`src/rtl/axis_rr_arbiter_pkg.sv`:
```
// Shared types and helpers for the AXI-Stream round-robin arbiter.
package axis_rr_arbiter_pkg;

  typedef enum logic {
    IDLE = 1'b0,
    BUSY = 1'b1
  } arb_state_e;

  // Ceiling log2, usable in parameter defaults.
  function automatic int clog2(input int value);
    int width;
    width = 0;
    for (int i = 0; i < 31; i++) begin
      if ((1 << i) < value) width = i + 1;
    end
    return width;
  endfunction

  function automatic int lane_lo(input int lane, input int width);
    return lane * width;
  endfunction

endpackage

```
`src/rtl/axis_skid_reg.sv`:
```
// Two-entry AXI-Stream register slice. Input ready is taken straight from a
// flop, so there is no combinational path from m_ready to s_ready.
module axis_skid_reg #(
  parameter int WIDTH = 8
) (
  input  logic             clock,
  input  logic             reset,
  input  logic             s_valid,
  output logic             s_ready,
  input  logic [WIDTH-1:0] s_data,
  output logic             m_valid,
  input  logic             m_ready,
  output logic [WIDTH-1:0] m_data
);

  logic [WIDTH-1:0] main_q;
  logic [WIDTH-1:0] skid_q;
  logic             main_vld_q;
  logic             skid_vld_q;

  assign s_ready = ~skid_vld_q;
  assign m_valid = main_vld_q;
  assign m_data  = main_q;

  // The skid entry only fills when the output stalls while a beat arrives.
  always_ff @(posedge clock or posedge reset) begin
    if (reset) begin
      main_q     <= '0;
      skid_q     <= '0;
      main_vld_q <= 1'b0;
      skid_vld_q <= 1'b0;
    end else begin
      if (skid_vld_q) begin
        if (m_ready) begin
          main_q     <= skid_q;
          skid_vld_q <= 1'b0;
        end
      end else if (s_valid) begin
        if (!main_vld_q || m_ready) begin
          main_q     <= s_data;
          main_vld_q <= 1'b1;
        end else begin
          skid_q     <= s_data;
          skid_vld_q <= 1'b1;
        end
      end else if (m_ready) begin
        main_vld_q <= 1'b0;
      end
    end
  end

endmodule

```
`src/rtl/axis_rr_arbiter.sv`:
```
// N-to-1 AXI-Stream round-robin arbiter with packet or beat granularity grants.
//   state | meaning
//   IDLE  | no owner; scan requesters from rr_ptr+1 and latch the winner
//   BUSY  | grant_idx owns the skid stage until release (tlast or every beat)
module axis_rr_arbiter
  import axis_rr_arbiter_pkg::*;
#(
  parameter int DATA_WIDTH = 64,
  parameter int PORTS      = 4,
  parameter int ID_WIDTH   = clog2(PORTS),
  parameter int ARB_LAST   = 1
) (
  input  logic                        clock,
  input  logic                        reset,
  input  logic [PORTS*DATA_WIDTH-1:0] s_axis_tdata,
  input  logic [PORTS-1:0]            s_axis_tvalid,
  output logic [PORTS-1:0]            s_axis_tready,
  input  logic [PORTS-1:0]            s_axis_tlast,
  output logic [DATA_WIDTH-1:0]       m_axis_tdata,
  output logic                        m_axis_tvalid,
  input  logic                        m_axis_tready,
  output logic                        m_axis_tlast,
  output logic [ID_WIDTH-1:0]         m_axis_tid,
  output logic                        grant_active,
  output logic [ID_WIDTH-1:0]         grant_idx
);

  localparam int PAYLOAD_W = DATA_WIDTH + ID_WIDTH + 1;
  localparam logic [ID_WIDTH-1:0] LAST_PORT = ID_WIDTH'(PORTS - 1);
  localparam logic [ID_WIDTH:0]   PORTS_W   = (ID_WIDTH + 1)'(PORTS);

  arb_state_e          state_q, state_d;
  logic [ID_WIDTH-1:0] grant_q, grant_d;
  logic [ID_WIDTH-1:0] rr_ptr_q, rr_ptr_d;

  logic [ID_WIDTH-1:0]   start_idx;
  logic [2*PORTS-1:0]    req_dbl;
  logic [PORTS-1:0]      req_rot;
  logic                  pick_found;
  logic [ID_WIDTH-1:0]   pick_off;
  logic [ID_WIDTH:0]     pick_sum;
  logic [ID_WIDTH-1:0]   pick_idx;

  logic [DATA_WIDTH-1:0] lane_data;
  logic                  lane_valid;
  logic                  lane_last;

  logic                  busy;
  logic                  skid_s_ready;
  logic                  beat_acc;
  logic                  grant_release;
  logic [PAYLOAD_W-1:0]  skid_in;
  logic [PAYLOAD_W-1:0]  skid_out;

  assign busy = (state_q == BUSY);

  // Rotate requests so bit 0 is the lane just after the last winner.
  assign start_idx = (rr_ptr_q == LAST_PORT) ? '0 : rr_ptr_q + 1'b1;
  assign req_dbl   = {s_axis_tvalid, s_axis_tvalid} >> start_idx;
  assign req_rot   = req_dbl[PORTS-1:0];

  always_comb begin
    pick_found = 1'b0;
    pick_off   = '0;
    for (int k = 0; k < PORTS; k++) begin
      if (!pick_found && req_rot[k]) begin
        pick_found = 1'b1;
        pick_off   = ID_WIDTH'(k);
      end
    end
  end

  assign pick_sum = {1'b0, start_idx} + {1'b0, pick_off};
  assign pick_idx = (pick_sum >= PORTS_W) ? ID_WIDTH'(pick_sum - PORTS_W)
                                          : pick_sum[ID_WIDTH-1:0];

  always_comb begin
    lane_data  = '0;
    lane_valid = 1'b0;
    lane_last  = 1'b0;
    for (int i = 0; i < PORTS; i++) begin
      if (grant_q == ID_WIDTH'(i)) begin
        lane_data  = s_axis_tdata[lane_lo(i, DATA_WIDTH) +: DATA_WIDTH];
        lane_valid = s_axis_tvalid[i];
        lane_last  = s_axis_tlast[i];
      end
    end
  end

  always_comb begin
    s_axis_tready = '0;
    if (busy) begin
      for (int i = 0; i < PORTS; i++) begin
        s_axis_tready[i] = (grant_q == ID_WIDTH'(i)) && skid_s_ready;
      end
    end
  end

  assign beat_acc      = busy && lane_valid && skid_s_ready;
  assign grant_release = beat_acc && ((ARB_LAST == 0) || lane_last);

  always_comb begin
    state_d  = state_q;
    grant_d  = grant_q;
    rr_ptr_d = rr_ptr_q;
    case (state_q)
      IDLE: begin
        if (pick_found) begin
          grant_d = pick_idx;
          state_d = BUSY;
        end
      end
      BUSY: begin
        if (grant_release) begin
          rr_ptr_d = grant_q;
          state_d  = IDLE;
        end
      end
      default: state_d = IDLE;
    endcase
  end

  always_ff @(posedge clock or posedge reset) begin
    if (reset) begin
      state_q  <= IDLE;
      grant_q  <= '0;
      rr_ptr_q <= LAST_PORT;
    end else begin
      state_q  <= state_d;
      grant_q  <= grant_d;
      rr_ptr_q <= rr_ptr_d;
    end
  end

  assign skid_in = {grant_q, lane_last, lane_data};

  axis_skid_reg #(
    .WIDTH (PAYLOAD_W)
  ) u_skid (
    .clock   (clock),
    .reset   (reset),
    .s_valid (busy && lane_valid),
    .s_ready (skid_s_ready),
    .s_data  (skid_in),
    .m_valid (m_axis_tvalid),
    .m_ready (m_axis_tready),
    .m_data  (skid_out)
  );

  assign {m_axis_tid, m_axis_tlast, m_axis_tdata} = skid_out;
  assign grant_active = busy;
  assign grant_idx    = grant_q;

endmodule

```
`config.mk`:
```
export PLATFORM = sky130hd
export DESIGN_NAME = axis_rr_arbiter
export DESIGN_NICKNAME = d
export VERILOG_FILES = /design/src/rtl/axis_rr_arbiter_pkg.sv /design/src/rtl/axis_skid_reg.sv /design/src/rtl/axis_rr_arbiter.sv
export SDC_FILE = /design/constraint.sdc
export NUM_CORES = 1
export LEC_CHECK = 0
export ABC_CLOCK_PERIOD_IN_PS = 6000
export CAP_MARGIN = 5
export CORE_ASPECT_RATIO = 0.9
export CORE_MARGIN = 3
export CORE_UTILIZATION = 44
export CTS_BUF_LIST = sky130_fd_sc_hd__clkbuf_2
export CTS_CLUSTER_SIZE = 8
export DETAILED_ROUTE_END_ITERATION = 7
export PLACE_DENSITY_LB_ADDON = 0.2
export SLEW_MARGIN = 20
export SYNTH_ARGS = -nofsm -noshare
export SYNTH_HDL_FRONTEND = slang
export SYNTH_HIERARCHICAL = 1
export SYNTH_SLANG_ARGS = --single-unit
```
`constraint.sdc`:
```
create_clock -name clock -period 6 [get_ports clock]
set_clock_uncertainty 0.2 [all_clocks]
set_input_delay 1.2 -clock clock [delete_from_list [all_inputs] [get_ports clock]]
set_output_delay 1.2 -clock clock [all_outputs]
set_load 0.02 [all_outputs]
```
# Word-level counts from Yosys, hierarchy flattened

Index checks and enable logic that the tools add are counted.

$add $sub $neg: 3
$mul: 0
Div/mod/pow operators: 0
Magnitude comparators: 1
Eq/ne operators: 6
Shift-type cells: 1
Muxes and demuxes: 36
Bitwise logic cells: 3
Reduce and logical (&&, ||, !) cells: 24

Operator list:

| operator                                          | number |
|---|---|
| 2-to-1 mux 67 bit                                 | 4 |
| 2-to-1 mux 64 bit                                 | 4 |
| 2-to-1 mux 1 bit                                  | 22 |
| logical AND 1 bit                                 | 10 |
| AND reduction 3 bit                               | 3 |
| 2-to-1 mux 2 bit                                  | 4 |
| right shift 8 x 2 -> 4 bit                        | 1 |
| == test 2 bit (second input constant)             | 3 |
| nonzero test 2 bit                                | 3 |
| logical NOT 1 bit                                 | 4 |
| 2-to-1 mux 4 bit                                  | 1 |
| inequality test 2 bit (second input constant)     | 2 |
| AND reduction 2 bit                               | 2 |
| adder 2 x 2 -> 3 bit                              | 1 |
| >= comparator 3 bit (second input constant)       | 1 |
| NOT 1 bit                                         | 3 |
| adder 2 x 1 -> 2 bit (second input constant)      | 1 |
| == test 2 x 1 -> 1 bit (second input constant)    | 1 |
| logical NOT 2 bit                                 | 1 |
| one-hot mux 1 bit (2 select lines)                | 1 |
| subtractor 2 x 1 -> 2 bit (second input constant) | 1 |
| logical OR 1 bit                                  | 1 |

Flip-flop bits (word level): 141
Latch bits: 0
Bits in writable memories: 0
ROM bits: 0
Input bits: 267
Output and inout port bits: 75
Logic and storage cells: 81
Memories: 0

# Logic depth before layout (Yosys ltp)

Gate-level depths: netlist (run 1).

Depth after elaboration: 16
Mapped depth: 9
Gate-level depth less buffers: 9

# Modules after synthesis

The synthesis (run 1) kept the hierarchy.

Modules (own cells, without submodules):

| module          | instances | cells an instance | area each (µm²) | seq. area each (µm²) |
|---|---|---|---|---|
| axis_skid_reg   | 1         | 368               | 6005.8          | 3403.3 |
| axis_rr_arbiter | 1         | 136               | 2062.0          | 127.6 |

# Worst setup path after synthesis (run 1)

Ideal clock, no wire load.

Path kind: register -> output
Start: register grant_q[0] (netlist: grant_idx[0])
End: output s_axis_tready[1]
Data arrival time: 1.513 ns
Required time: 4.600 ns
Setup slack: 3.087 ns
Stages on the path, launching flop included: 6
Path buffers: 3
Cell sequence: dfrtp_1 > buf_6 > buf_12 > buf_8 > inv_1 > nor3_1

Longest elaborated chain between the ends: 3

Ends and longest elaborated chain:

| element                | line                   | source |
|---|---|---|
| from (decl)            | axis_rr_arbiter.sv:33  | `logic [ID_WIDTH-1:0] grant_q, grant_d;` |
| from (signal assigned) | axis_rr_arbiter.sv:130 | `grant_q <= grant_d;` |
| == test 2 x 1 -> 1 bit | axis_rr_arbiter.sv:94  | `s_axis_tready[i] = (grant_q == ID_WIDTH'(i)) && skid_s_ready;` |
| logical AND 1 bit      | axis_rr_arbiter.sv:94  |  |
| 2-to-1 mux 4 bit       | axis_rr_arbiter.sv:92  | `if (busy) begin` |
| to (decl)              | axis_rr_arbiter.sv:17  | `output logic [PORTS-1:0] s_axis_tready,` |

Every way passes these cells.

# Worst setup path in the final report (run 1)

Start: register u_skid.skid_vld_q
End: output s_axis_tready[2]

Longest elaborated chain between the ends: 3

Ends and longest elaborated chain:

| element                | line                  | source |
|---|---|---|
| from (decl)            | axis_skid_reg.sv:19   | `logic skid_vld_q;` |
| from (signal assigned) | axis_skid_reg.sv:31   | `skid_vld_q <= 1'b0;` |
| from (signal assigned) | axis_skid_reg.sv:36   | `skid_vld_q <= 1'b0;` |
| from (signal assigned) | axis_skid_reg.sv:44   | `skid_vld_q <= 1'b1;` |
| NOT 1 bit (no line)    | n/a                   |  |
| net skid_s_ready       | axis_rr_arbiter.sv:49 | `logic skid_s_ready;` |
| logical AND 1 bit      | axis_rr_arbiter.sv:94 |  |
| 2-to-1 mux 4 bit       | axis_rr_arbiter.sv:92 |  |

The timed path passes the listed nets, and every way through them passes these cells.

==> flow_summary_export.csv, run 1 <==
group,metric,value,unit
outcome,status,"finished clean",
timing,final_min_period_over_clock_period,74.1,%
critical_path,data_arrival_critical_path,3.05,ns
power,leakage,4.62,nW
floorplan,core_region_area,17800,sq um
floorplan,fp-row-count,46,
floorplan,num_io_pins,342,
clock_tree,post_cts_setup_buffer_count,0,
cells_and_area,nets_final,1098,
timing,setup_repair_after_global_routing_missed_its_margin,"no",
cells_and_area,finish.utilization,66.4,%
cells_and_area,most-common-layout-cells,"341 x sky130_fd_sc_hd__clkdlybuf4s50_1, 171 x sky130_fd_sc_hd__mux2_2, 136 x sky130_fd_sc_hd__dfrtp_1",
floorplan,initial_core_util,45.4,%
timing,timing_worst_slew_pin_value,1.09,ns
hold_path,timing.hold.worst.start,"u_skid/skid_q[59]$_DFFE_PP0P_",
timing,hold_violations,0,
cells_and_area,mostFrequentLayoutCell,"sky130_fd_sc_hd__clkdlybuf4s50_1",
route,routed_wire_length_per_instance,19.6,um
placement,place.gp.congestion,0.792,
hold_path,hold_path_class,"reg -> reg",
cells_and_area,multi_input_comb_area,4200,sq um
critical_path,timing.setup.critical_path_class,"reg -> out",
synthesis,post_synth_inst_count,504,
cells_and_area,fin_cells,1083,
critical_path,rrSetupSlack,2.62,ns
synthesis,synth.yosys.warnings,6,
timing,slew-limit-headroom,27.3,%
route,detail_route.vias_per_cell,5.32,
timing,whs,0.327,ns
clock_tree,cts_hold_buffers,0,
synthesis,yosys.cell_types.count,40,
clock_tree,cts_max_path_buffers,2,
route,drt_first_iter_violations,204,
timing,setup_tns,0,ns
power,worst_ir_drop_vdd,0.289,mV
critical_path,worstReg2RegStart,"grant_idx[0]$_DFFE_PP0P_",
synthesis,post_synthesis_sequential_area_ratio,43.8,%
floorplan,die_x,149,um
critical_path,worst-path-max-fanout,72,
synthesis,ys_dominant_reg_cell,"sky130_fd_sc_hd__dfrtp_1",
timing,time_the_final_worst_path_needs_with_i_o_delays_and_setup,4.45,ns
critical_path,setup.worst_path.end_class,"output pin",
hold_path,endpoint_of_the_worst_hold_path,"u_skid/skid_q[59]$_DFFE_PP0P_",
timing,finalSetupViolCount,0,
cells_and_area,fill_cells,1281,
clock_tree,path_clk_slew,0.19,ns
run,max-cap-violations,0,
synthesis,syn_area_per_cell,16.0,sq um
grt,grt_remaining_overflow,0,
floorplan,chip_height,134,um
cells_and_area,regArea,3540,sq um
grt,overall_global_routing_resource_usage,21.2,%
critical_path,timing.critical_path.required,4.60,ns
synthesis,synth_edf_count,0,
grt,grt_max_degree,101,
clock_tree,numClockSinks,141,
power,power.density_cell_area,507,nW/um^2
route,totalWireLength,21200,um
clock_tree,cts_buffers,17,
grt,grt_antenna_before_repair,2,
clock_tree,cts_resized,0,
timing,count_of_final_max_slew_check_failures,0,
grt,grt_pass1_vias,6431,
placement,dp_hpwl,15500,um
synthesis,synthesized_nets,773,
hold_path,hold_path_depth,1,
synthesis,async_set_or_reset_flop_fraction_in_the_synthesized_netlist,100,%
cells_and_area,area_delta_synth_final,46.3,%
critical_path,crit-reg2reg-capture,"u_skid/skid_q[35]$_DFFE_PP0P_",
cells_and_area,post_route_cells_drive_above_1_share,36.9,%
route,remaining_drc_errors,0,
placement,port_buffers,341,
synthesis,synth_area,8070,sq um
grt,wire_length_of_the_first_global_routing_pass,33400,um
clock_tree,root_buffer,"sky130_fd_sc_hd__clkbuf_2",
clock_tree,cts_tree,"built",
synthesis,ys_ff_latch,141,
route,drt-pass1-iter-count,4,
route,vias,5763,
route,final_antenna_net_count,0,
timing,fmax,225,MHz
clock_tree,htree_num_levels,4,
critical_path,timing.reg2reg.worst_path_depth,4,
placement,placed_cells,1049,
clock_tree,clk-insertion-delay-late,0.68,ns
floorplan,die_area,20000,sq um
critical_path,cp-start-kind,"flop",
[stage by stage]
stage	power [mW]	setup slack (ns)	area, sq um
CTS	6.05	1.45	11800
global placement	5.29	2.00	11500
floorplan	4.37	0.961	8070
detailed placement	5.43	1.95	11500
global route	6.39	1.27	11800
finish	5.99	1.55	11800
[power by group]
| group | switching, mW | leakage (nW) | total, mW | internal [mW] |
|---|---|---|---|---|
| Combinational | 1.28 | 2.80 | 3.41 | 2.13 |
| Sequential | 0.513 | 1.67 | 1.97 | 1.46 |
| Clock | 0.333 | 0.147 | 0.605 | 0.271 |
[layout make-up]
cell class              count  share of cell area, %
inverters                   7                  0.265
multi-input cells         318                   35.6
clock buffers              19                  0.806
well taps                 240                   2.54
flip-flops and latches    141                   30.0
repair buffers            344                   29.3
clock inverters            12                   1.45
diodes                      2                 0.0424
[per-layer routing]
metal  up-vias  GRT usage, %  wire length [um]
met5         -             0                 0
met4         0          7.07               388
met3        31          7.15              1800
met2       233          38.2             11300
met1      2896          23.7              7700
li1       2603             -                 -
[kinds of logic after synthesis]
kind of cell               Yosys count  synth area share (%)
and+or+nand+nor                     27                  1.74
adders and majority gates            2                 0.310
xor gates and xnor gates             1                 0.109
buffers and inverters               45                  4.28
AOI/OAI and AO/OA                   16                  1.55
muxes                              272                  48.2
DFF                                141                  43.8
[flip-flops by register name, indices dropped and copies added (netlist names)]
signal,cells
grant_active,1
grant_idx,2
rr_ptr_q,2
u_skid/m_data,67
u_skid/m_valid,1
u_skid/skid_q,67
u_skid/skid_vld_q,1
[how the worst max path moves through the flow]
stage,from,to
3_3_place_gp,s_axis_tvalid[0],u_skid/skid_q[33]$_DFFE_PP0P_
3_5_place_dp,s_axis_tvalid[0],u_skid/skid_q[35]$_DFFE_PP0P_
4_1_cts,u_skid/skid_vld_q$_DFF_PP0_,s_axis_tready[2]
5_1_grt,grant_idx[0]$_DFFE_PP0P_,s_axis_tready[1]
2_1_floorplan,reset,u_skid/m_data[0]$_DFFE_PP0P_
6_report,u_skid/skid_vld_q$_DFF_PP0_,s_axis_tready[2]
[critical path: stages (launching register included)]
cell and delay, ns:
sky130_fd_sc_hd__dfrtp_4 1.15, sky130_fd_sc_hd__inv_1 0.33, sky130_fd_sc_hd__nand3_1 0.22, sky130_fd_sc_hd__nor2_1 0.08, sky130_fd_sc_hd__clkdlybuf4s50_1 0.59
[cell usage after synthesis, types with 2 or more instances]
cell | instances | area share, %
sky130_fd_sc_hd__dfrtp_1 | 139 | 43
sky130_fd_sc_hd__buf_2 | 9 | 0.56
sky130_fd_sc_hd__o221ai_1 | 2 | 0.22
sky130_fd_sc_hd__nand3_1 | 2 | 0.12
sky130_fd_sc_hd__mux4_2 | 64 | 18
sky130_fd_sc_hd__dfstp_2 | 2 | 0.65
sky130_fd_sc_hd__o21ai_0 | 2 | 0.12
sky130_fd_sc_hd__nor3_1 | 2 | 0.12
sky130_fd_sc_hd__buf_12 | 3 | 0.74
sky130_fd_sc_hd__buf_6 | 10 | 1.4
sky130_fd_sc_hd__nor2_1 | 8 | 0.37
sky130_fd_sc_hd__clkbuf_1 | 7 | 0.33
sky130_fd_sc_hd__mux2_4 | 31 | 5.8
sky130_fd_sc_hd__nand2_1 | 7 | 0.33
sky130_fd_sc_hd__mux2_2 | 171 | 24
sky130_fd_sc_hd__a21oi_1 | 2 | 0.12
sky130_fd_sc_hd__inv_1 | 7 | 0.33
sky130_fd_sc_hd__buf_4 | 8 | 0.74
sky130_fd_sc_hd__mux2i_1 | 6 | 0.74
sky130_fd_sc_hd__ha_1 | 2 | 0.31
Power figures use the tool's default switching activity.
==> run 2: changes to the inputs <==
Settings changed: ABC_CLOCK_PERIOD_IN_PS 6000 to 4200.
Clock period 6 ns to 4.2 ns, I/O delays scaled along.
==> run 2 against run 1 <==
  * Non-clock buffer count increased by 5
  * Largest cell class unchanged
  * Critical endpoint is now s_axis_tready[1]
  * Sequential share of layout area decreased by 0.29 points
  * Worst hold slack got worse by 0.088 ns
  * Register-to-register slack got worse by 1.5 ns
  * Critical path depth decreased by 1
  * Sequential power increased by 34%
  * Highest routed layer unchanged
  * Combinational power increased by 50%
  * Final area increased by 0.90%
  * Flip-flop and latch count unchanged
==> flow_summary_export.csv, run 2 (synthesized netlist as in run 1, its figures left out) <==
group,metric,value,unit
clock_tree,numClockSinks,141,
hold_path,hold_path_class,"in -> async",
clock_tree,cts_buffers,17,
grt,grt_max_degree,137,
clock_tree,cts_hold_buffers,0,
critical_path,timing.reg2reg.worst_path_depth,4,
floorplan,die_x,149,um
floorplan,core_region_area,17800,sq um
timing,final_min_period_over_clock_period,87.5,%
floorplan,fp-row-count,46,
critical_path,rrSetupSlack,1.10,ns
critical_path,data_arrival_critical_path,2.64,ns
timing,count_of_final_max_slew_check_failures,0,
placement,place.gp.congestion,0.792,
clock_tree,cts_resized,0,
cells_and_area,most-common-layout-cells,"341 x sky130_fd_sc_hd__clkdlybuf4s50_1, 171 x sky130_fd_sc_hd__mux2_2, 136 x sky130_fd_sc_hd__dfrtp_1",
power,leakage,4.68,nW
clock_tree,htree_num_levels,4,
route,final_antenna_net_count,0,
critical_path,critical_path.max_stage_delay,0.91,ns
clock_tree,root_buffer,"sky130_fd_sc_hd__clkbuf_2",
timing,timing_worst_slew_pin_value,0.958,ns
run,max-cap-violations,0,
timing,setup_repair_after_global_routing_missed_its_margin,"no",
grt,grt_remaining_overflow,0,
route,vias,5756,
critical_path,setup.worst_path.end_class,"output pin",
critical_path,timing.setup.critical_path_class,"reg -> out",
route,drt_first_iter_violations,196,
clock_tree,cts_tree,"built",
floorplan,chip_height,134,um
cells_and_area,nets_final,1103,
placement,placed_cells,1055,
timing,fmax,272,MHz
cells_and_area,fin_cells,1088,
route,routed_wire_length_per_instance,19.5,um
critical_path,worst-path-max-fanout,39,
power,worst_ir_drop_vdd,0.484,mV
critical_path,setup.worst_path.start,"grant_idx[0]$_DFFE_PP0P_",
floorplan,die_area,20000,sq um
timing,setup_tns,0,ns
clock_tree,path_clk_slew,0.19,ns
route,drt-pass1-iter-count,4,
grt,overall_global_routing_resource_usage,20.9,%
grt,wire_length_of_the_first_global_routing_pass,32700,um
clock_tree,clk-insertion-delay-late,0.66,ns
clock_tree,post_cts_setup_buffer_count,0,
floorplan,initial_core_util,45.4,%
placement,port_buffers,341,
timing,time_the_final_worst_path_needs_with_i_o_delays_and_setup,3.68,ns
timing,hold_violations,0,
critical_path,cp-start-kind,"flop",
grt,grt_pass1_vias,6359,
critical_path,critPathSlowestCell,"sky130_fd_sc_hd__dfrtp_4",
critical_path,crit_chain,"inv_1 -> nor3_1 -> clkdlybuf4s50_1",
route,totalWireLength,21200,um
route,detail_route.vias_per_cell,5.29,
critical_path,crit-reg2reg-capture,"u_skid/m_data[16]$_DFFE_PP0P_",
cells_and_area,post_route_cells_drive_above_1_share,37.2,%
grt,grt_antenna_before_repair,1,
route,remaining_drc_errors,0,
placement,dp_hpwl,15900,um
floorplan,num_io_pins,342,
critical_path,worstReg2RegStart,"grant_idx[0]$_DFFE_PP0P_",
cells_and_area,area_delta_synth_final,47.6,%
clock_tree,cts_max_path_buffers,2,
outcome,status,"finished clean",
timing,finalSetupViolCount,0,
cells_and_area,mostFrequentLayoutCell,"sky130_fd_sc_hd__clkdlybuf4s50_1",
timing,slew-limit-headroom,36.1,%
power,power.density_cell_area,737,nW/um^2
critical_path,timing.critical_path.required,3.16,ns
run 2: final cells by class:
type,instances,area (sq um)
Clock buffer,18,90.1
Clock inverter,14,246
Inverter,7,30.0
Multi-Input combinational cell,318,4200
Sequential cell,141,3540
Tap cell,240,300
Fill cell,1286,5870
Antenna cell,1,2.50
Timing Repair Buffer,349,3500
run 2: metrics by stage:
| stage | util [%] | area, sq um | power (mW) | hold slack, ns | setup WS [ns] |
|---|---|---|---|---|---|
| after CTS | 67.0 | 11900 | 8.90 | 0.146 | 0.386 |
| after detailed placement | 65.1 | 11600 | 7.83 | 0.292 | 0.908 |
| final | 67.0 | 11900 | 8.78 | 0.238 | 0.524 |
| after floorplan | - | 8070 | 6.24 | 0.275 | 1.47 |
| after global placement | 65.1 | 11600 | 7.62 | 0.284 | 0.955 |
| after global routing | 67.0 | 11900 | 9.31 | 0.155 | 0.243 |
run 2: per-layer routing:
metal | up-vias | part of all wire (%) | global-route usage [%] | routed length (um)
met5 | - | 0 | 0 | 0
met4 | 0 | 2.5 | 7.47 | 535
met3 | 35 | 7.2 | 5.91 | 1520
met2 | 228 | 52 | 36.8 | 10900
met1 | 2884 | 39 | 24.5 | 8200
li1 | 2609 | - | - | -
run 2: worst max-delay path: cells and delay by family, from the launching register on:
kind | cells | cell delay, ns
buffers and inverters | 2 | 0.83
AND/OR/NAND/NOR | 1 | 0.23
flip-flops | 1 | 0.91
run 2: report_power, final:
part           switching, mW  total (mW)  internal [mW]
Clock                  0.473        1.04          0.564
Sequential             0.541        2.63           2.09
Combinational           2.06        5.11           3.05
Total                   3.08        8.78           5.70
run 2: worst max-delay path by stage:
stage	to	slack, ns	cells after the start
after detailed placement	u_skid/skid_q[31]$_DFFE_PP0P_	0.91	6
after global placement	u_skid/skid_q[34]$_DFFE_PP0P_	0.96	6
after CTS	s_axis_tready[1]	0.39	3
after global routing	s_axis_tready[1]	0.24	3
final	s_axis_tready[1]	0.52	3
after floorplan	u_skid/m_data[0]$_DFFE_PP0P_	1.47	1
